`config.mk`:
```
export PLATFORM = sky130hd
export DESIGN_NAME = axi_sram_slave
export DESIGN_NICKNAME = d
export VERILOG_FILES = /design/src/rtl/axi_sram_pkg.sv /design/src/rtl/axi_sram_slave.sv
export SDC_FILE = /design/constraint.sdc
export NUM_CORES = 1
export LEC_CHECK = 0
export BUFFER_PORTS_ARGS = -buffer_cell sky130_fd_sc_hd__buf_2
export CAP_MARGIN = 20
export CORE_ASPECT_RATIO = 1.25
export CORE_UTILIZATION = 25
export CTS_CLUSTER_DIAMETER = 200
export DETAILED_ROUTE_END_ITERATION = 8
export PLACE_DENSITY = 0.58
export SYNTH_ARGS = -nofsm -noshare
export SYNTH_HDL_FRONTEND = slang
export SYNTH_SLANG_ARGS = --single-unit
```
`constraint.sdc`:
```
create_clock -name clk_i -period 4.1 [get_ports clk_i]
set_input_delay 0.41 -clock clk_i [delete_from_list [all_inputs] [get_ports clk_i]]
set_output_delay 0.41 -clock clk_i [all_outputs]
set_load 0.01 [all_outputs]
```
`src/rtl/axi_sram_pkg.sv`:
```
// Shared types for the AXI-to-SRAM slave: FSM states, AXI response codes
// and the default 32-bit AXI request/response channel structs.
package axi_sram_pkg;

  typedef enum logic [2:0] {
    IDLE,
    WR_MEM,
    WR_DRAIN,
    WR_RESP,
    RD_MEM,
    RD_DATA
  } state_e;

  localparam logic [1:0] RESP_OKAY   = 2'b00;
  localparam logic [1:0] RESP_SLVERR = 2'b10;
  localparam logic [1:0] RESP_DECERR = 2'b11;

  // Only 4-byte transfers reach the SRAM.
  localparam logic [2:0] SIZE_WORD = 3'b010;

  localparam int unsigned ID_W = 4;

  typedef struct packed {
    logic [31:0]     addr;
    logic [ID_W-1:0] id;
    logic [7:0]      len;
    logic [2:0]      size;
  } axi_32_ax_t;

  typedef struct packed {
    logic [31:0] data;
    logic [3:0]  strb;
    logic        last;
  } axi_32_w_t;

  typedef struct packed {
    logic [ID_W-1:0] id;
    logic [1:0]      resp;
  } axi_32_b_t;

  typedef struct packed {
    logic [ID_W-1:0] id;
    logic [31:0]     data;
    logic [1:0]      resp;
    logic            last;
  } axi_32_r_t;

  typedef struct packed {
    axi_32_ax_t aw;
    logic       aw_valid;
    axi_32_w_t  w;
    logic       w_valid;
    logic       b_ready;
    axi_32_ax_t ar;
    logic       ar_valid;
    logic       r_ready;
  } axi_32_req_t;

  typedef struct packed {
    logic      aw_ready;
    logic      w_ready;
    logic      b_valid;
    axi_32_b_t b;
    logic      ar_ready;
    logic      r_valid;
    axi_32_r_t r;
  } axi_32_resp_t;

endpackage

```
`src/rtl/axi_sram_slave.sv`:
```
// AXI slave in front of a single-port SRAM. One transaction at a time;
// only single-beat 32-bit accesses touch the SRAM, everything else is
// answered with an error response (DECERR out of range, SLVERR bad burst/size).
//
// Handshake rule on every channel: a transfer happens in the cycle where
// both valid and ready are high; valid, once raised by this block (B, R),
// stays high with stable payload until the matching ready is seen.
module axi_sram_slave
  import axi_sram_pkg::*;
#(
  parameter type                   axi_req_t  = axi_32_req_t,
  parameter type                   axi_resp_t = axi_32_resp_t,
  parameter int unsigned           ADDR_WIDTH = 32,
  parameter int unsigned           DATA_WIDTH = 32,
  parameter int unsigned           MEM_WORDS  = 4096,
  parameter logic [ADDR_WIDTH-1:0] BASE_ADDR  = 32'h0000_0000
) (
  input  logic                         clk_i,
  input  logic                         rst_ni,
  input  axi_req_t                     axi_req_i,
  output axi_resp_t                    axi_resp_o,
  output logic                         mem_req_o,
  output logic                         mem_we_o,
  output logic [$clog2(MEM_WORDS)-1:0] mem_addr_o,
  output logic [DATA_WIDTH/8-1:0]      mem_be_o,
  output logic [DATA_WIDTH-1:0]        mem_wdata_o,
  input  logic [DATA_WIDTH-1:0]        mem_rdata_i
);

  localparam int unsigned IDX_W = $clog2(MEM_WORDS);
  localparam logic [ADDR_WIDTH:0] SPAN = (ADDR_WIDTH+1)'(4 * MEM_WORDS);

  // A borrow out of the subtraction means the address lies below the base.
  function automatic logic in_range(input logic [ADDR_WIDTH-1:0] a);
    logic [ADDR_WIDTH:0] off;
    off = {1'b0, a} - {1'b0, BASE_ADDR};
    return !off[ADDR_WIDTH] && (off < SPAN);
  endfunction

  function automatic logic [IDX_W-1:0] word_idx(input logic [ADDR_WIDTH-1:0] a);
    return IDX_W'((a - BASE_ADDR) >> 2);
  endfunction

  state_e                  state_q;
  logic                    mem_req_q, mem_we_q;
  logic [IDX_W-1:0]        mem_addr_q;
  logic [DATA_WIDTH/8-1:0] mem_be_q;
  logic [DATA_WIDTH-1:0]   mem_wdata_q;
  logic                    b_valid_q;
  logic [ID_W-1:0]         b_id_q;
  logic [1:0]              b_resp_q;
  logic                    r_valid_q;
  logic [ID_W-1:0]         r_id_q;
  logic [1:0]              r_resp_q;
  logic [7:0]              beats_q;     // R beats still to send after the current one
  logic                    rd_first_q;  // first R cycle: data comes straight from the SRAM
  logic                    rd_err_q;
  logic [DATA_WIDTH-1:0]   r_hold_q;

  logic wr_pair, aw_ok, ar_ok, aw_hit, ar_hit;
  logic [DATA_WIDTH-1:0] r_data;
  axi_resp_t resp;

  assign wr_pair = axi_req_i.aw_valid && axi_req_i.w_valid;
  assign aw_hit  = in_range(axi_req_i.aw.addr);
  assign ar_hit  = in_range(axi_req_i.ar.addr);
  assign aw_ok   = aw_hit && (axi_req_i.aw.len == 8'd0) && (axi_req_i.aw.size == SIZE_WORD);
  assign ar_ok   = ar_hit && (axi_req_i.ar.len == 8'd0) && (axi_req_i.ar.size == SIZE_WORD);

  // R data: live SRAM output on the first R cycle, held copy afterwards.
  assign r_data = rd_first_q ? (rd_err_q ? '0 : mem_rdata_i) : r_hold_q;

  // Readys are decoded from state and the live valids; writes win over reads.
  always_comb begin
    resp            = '0;
    resp.aw_ready   = rst_ni && (state_q == IDLE) && wr_pair;
    resp.w_ready    = rst_ni && (((state_q == IDLE) && wr_pair) || (state_q == WR_DRAIN));
    resp.ar_ready   = rst_ni && (state_q == IDLE) && !wr_pair && axi_req_i.ar_valid;
    resp.b_valid    = b_valid_q;
    resp.b.id       = b_id_q;
    resp.b.resp     = b_resp_q;
    resp.r_valid    = r_valid_q;
    resp.r.id       = r_id_q;
    resp.r.data     = r_data;
    resp.r.resp     = r_resp_q;
    resp.r.last     = r_valid_q && (beats_q == 8'd0);
  end

  assign axi_resp_o  = resp;
  assign mem_req_o   = mem_req_q;
  assign mem_we_o    = mem_we_q;
  assign mem_addr_o  = mem_addr_q;
  assign mem_be_o    = mem_be_q;
  assign mem_wdata_o = mem_wdata_q;

  // Transaction FSM with all channel and SRAM outputs registered.
  always_ff @(posedge clk_i) begin
    if (!rst_ni) begin
      state_q     <= IDLE;
      mem_req_q   <= 1'b0;
      mem_we_q    <= 1'b0;
      mem_addr_q  <= '0;
      mem_be_q    <= '0;
      mem_wdata_q <= '0;
      b_valid_q   <= 1'b0;
      b_id_q      <= '0;
      b_resp_q    <= RESP_OKAY;
      r_valid_q   <= 1'b0;
      r_id_q      <= '0;
      r_resp_q    <= RESP_OKAY;
      beats_q     <= '0;
      rd_first_q  <= 1'b0;
      rd_err_q    <= 1'b0;
      r_hold_q    <= '0;
    end else begin
      unique case (state_q)
        IDLE: begin
          if (wr_pair) begin
            b_id_q      <= axi_req_i.aw.id;
            mem_addr_q  <= word_idx(axi_req_i.aw.addr);
            mem_be_q    <= axi_req_i.w.strb;
            mem_wdata_q <= axi_req_i.w.data;
            if (!aw_hit)     b_resp_q <= RESP_DECERR;
            else if (!aw_ok) b_resp_q <= RESP_SLVERR;
            else             b_resp_q <= RESP_OKAY;
            mem_req_q <= aw_ok;
            mem_we_q  <= aw_ok;
            // A rejected burst still has to have its remaining W beats swallowed.
            state_q   <= (aw_ok || axi_req_i.w.last) ? WR_MEM : WR_DRAIN;
          end else if (axi_req_i.ar_valid) begin
            r_id_q     <= axi_req_i.ar.id;
            beats_q    <= axi_req_i.ar.len;
            mem_addr_q <= word_idx(axi_req_i.ar.addr);
            r_hold_q   <= '0;
            rd_err_q   <= !ar_ok;
            if (!ar_hit)     r_resp_q <= RESP_DECERR;
            else if (!ar_ok) r_resp_q <= RESP_SLVERR;
            else             r_resp_q <= RESP_OKAY;
            mem_req_q  <= ar_ok;
            mem_we_q   <= 1'b0;
            state_q    <= RD_MEM;
          end
        end
        WR_MEM: begin
          mem_req_q <= 1'b0;
          mem_we_q  <= 1'b0;
          b_valid_q <= 1'b1;
          state_q   <= WR_RESP;
        end
        WR_DRAIN: begin
          if (axi_req_i.w_valid && axi_req_i.w.last) begin
            b_valid_q <= 1'b1;
            state_q   <= WR_RESP;
          end
        end
        WR_RESP: begin
          if (axi_req_i.b_ready) begin
            b_valid_q <= 1'b0;
            state_q   <= IDLE;
          end
        end
        RD_MEM: begin
          mem_req_q  <= 1'b0;
          r_valid_q  <= 1'b1;
          rd_first_q <= 1'b1;
          state_q    <= RD_DATA;
        end
        RD_DATA: begin
          rd_first_q <= 1'b0;
          if (rd_first_q && !rd_err_q) r_hold_q <= mem_rdata_i;
          if (axi_req_i.r_ready) begin
            if (beats_q == 8'd0) begin
              r_valid_q <= 1'b0;
              state_q   <= IDLE;
            end else begin
              beats_q <= beats_q - 8'd1;
            end
          end
        end
        default: state_q <= IDLE;
      endcase
    end
  end

endmodule
```
==> qor.yml <==
outcome: "finished clean"
layout_common_cells: "buf_2, nand2_1, dfxtp_1"
first_pass_iters: 4
min_period_over_period_pct: 63.7
die-area_um2: 20600
slew_viol_final: 0
cp_num_buf_inv: 4
ios: 270
initial_utilization_pct: 25.6
yosys_warnings: 0
area_growth_pct: 35.8
finalHoldViolations: 0
cts_root_buffer: "clkbuf_16"
hp-start: "axi_req_i[100]"
arrival_ns: 2.20
critPathTopFamily: "buffers and inverters"
dr.first_iter.drc_count: 261
antenna_cells: 0
coreArea_um2: 19500
synth_seq_area_share_pct: 43.6
gr-total-overflow: 0
die_y_um: 160
final_cells: 1156
syn-num-nets: 826
via_per_inst: 4.56
clkSlewWorstSetupHoldPaths_ns: 0.08
max_freq_ghz: 0.383
gp_congestion: 0.807
startpoint_type: "input port"
path_cells: "buf_2 -> nand2_1 -> nor2_4 -> buf_4 -> nand2_1 -> inv_1 -> buf_2"
port_buffers: 265
timing.final.crit_period_ns: 2.61
clock_latency_ns: 0.36
nets: 1058
setup_violations: 0
htree_levels: 3
clock_path_buffers: 2
yosys_register_bits: 109
crit_path_start: "axi_req_i[50]"
grt_pass1_vias: 4814
min_path_type: "in -> reg"
route.antenna.remaining_nets: 0
drc: 0
grtUsageTotal_pct: 14.7
syn_avg_cell_area_um2: 7.66
ys.flop_type: "dfxtp_1"
holdBufCountCts: 0
leakagePower_nw: 2.99
slew_headroom_pct: 53.5
ff_latch_area_um2: 2180
die_w_um: 129
setup_tns_ns: 0
rsz0062_at_grt: "no"
place_hpwl_um: 10800
crit_path_end_kind: "output port"
netlist_instances: 654
cts_buffers: 9
crit_fanout: 45
multi_input_comb_area_um2: 2440
cp_slowest_cell: "nand2_1"
rows: 57
n_fill_cell: 2135
postCtsSetupBuffers: 0
syn_area_um2: 5010
place_inst: 1140
routed_wl_um: 15300
synth_edf_count: 0
cts.sink_count: 109
timing.rr.start: "state_q[0]"
clock_skew_ns: 0.0132
cp.required_ns: 3.69
via_count: 5266
ys_types: 61
cts_tree: "built"
worst_pin_slew_ns: 0.698
cts_resized: 0
drv_cap: 0
cp_slowest_stage_delay_ns: 0.44
grt_pass1_wl_um: 24000
grt_max_degree: 60
layout_commonest_cell: "buf_2"
wire_per_inst_um: 13.2
ir_worst_vdd_mv: 0.219
drive_gt1_share_pct: 34.7
antenna_found_initial: 0
critical_path_class: "in -> out"
ys_async_sr_fraction_pct: 0
p_per_area_nw_per_um2: 500
[state kept, by name, summed over array words and instances, names as in the netlist]
| name | flops |
|---|---|
| beats_q | 8 |
| mem_be_o | 4 |
| r_id_q | 4 |
| b_valid_q | 1 |
| r_resp_q | 2 |
| mem_wdata_o | 32 |
| mem_we_o | 1 |
| mem_req_o | 1 |
| rd_first_q | 1 |
| state_q | 3 |
| r_hold_q | 32 |
| b_id_q | 4 |
| r_valid_q | 1 |
| mem_addr_o | 12 |
| b_resp_q | 2 |
| rd_err_q | 1 |
[synth_stat cells, types with 10 or more instances]
master    count  area (µm²)
a21oi_1      63         315
nor2_1       64         240
buf_2        12        60.1
clkbuf_1     33         124
o21ai_0      35         175
nor4_1       10        62.6
a311oi_1     14         123
inv_1        40         150
nand3_1      15        75.1
dfxtp_1     109        2180
nand2_1     146         548
a22oi_1      34         255
[cell type report]
cell class              count  area share, %
multi-input cells         452           35.9
flip-flops and latches    109           32.1
repair buffers            273           20.4
well taps                 265           4.88
clock buffers               9           3.31
inverters                  41           2.28
clock inverters             7           1.10
[worst paths after layout]
check | endpoint | depth (start not counted) | slack [ns]
worst max-delay path | axi_resp_o[49] | 7 | 1.49
worst min-delay path | b_id_q[0] | 3 | 0.28
worst max register to register | beats_q[6] | 4 | 1.85
worst min register to register | mem_wdata_o[6] | 2 | 0.45
[where the power goes]
part	internal [mW]	switching (mW)	leakage [nW]
combinational	0.461	0.711	1.96
sequential	1.22	0.129	0.887
clock	0.433	0.447	0.144
[worst min-delay path, delay by kind of cell]
| family | cells | cell delay, ns |
|---|---|---|
| simple gates | 1 | 0.04 |
| buf+inv | 1 | 0.09 |
| compound gates | 1 | 0.05 |
[per-layer routing]
metal | global-route usage, % | vias up | routed length (µm) | part of all wire [%]
li1 | - | 2706 | - | -
met1 | 17.0 | 2350 | 6370 | 42
met2 | 26.3 | 194 | 7600 | 50
met3 | 3.79 | 16 | 1060 | 7.0
met4 | 4.44 | 0 | 235 | 1.5
met5 | 0 | - | 0 | 0
[logic make-up (layout without fill, tap and decap cells)]
family	after synthesis	in the layout	synth area share (%)
AND/OR/NAND/NOR	273	273	24.7
AO/OA/AOI/OAI	176	176	23.2
flip-flops	109	109	43.6
buffers and inverters	93	330	7.80
adder cells (fa/ha/maj)	2	2	0.500
XOR/XNOR	1	1	0.175
[through the flow]
| stage | hold WS [ns] | worst slack, ns | total power, mW | util, % | area [µm²] |
|---|---|---|---|---|---|
| 2_1_floorplan | 0.441 | 2.25 | 2.14 | - | 5010 |
| 3_3_place_gp | 0.438 | 1.46 | 2.55 | 33.3 | 6500 |
| 3_5_place_dp | 0.445 | 1.49 | 2.56 | 33.3 | 6500 |
| 4_1_cts | 0.256 | 1.42 | 3.45 | 34.8 | 6800 |
| 5_1_grt | 0.267 | 1.29 | 3.64 | 34.8 | 6800 |
| 6_report | 0.277 | 1.49 | 3.40 | 34.8 | 6800 |
No activity file was read; power rests on OpenSTA's default activity.
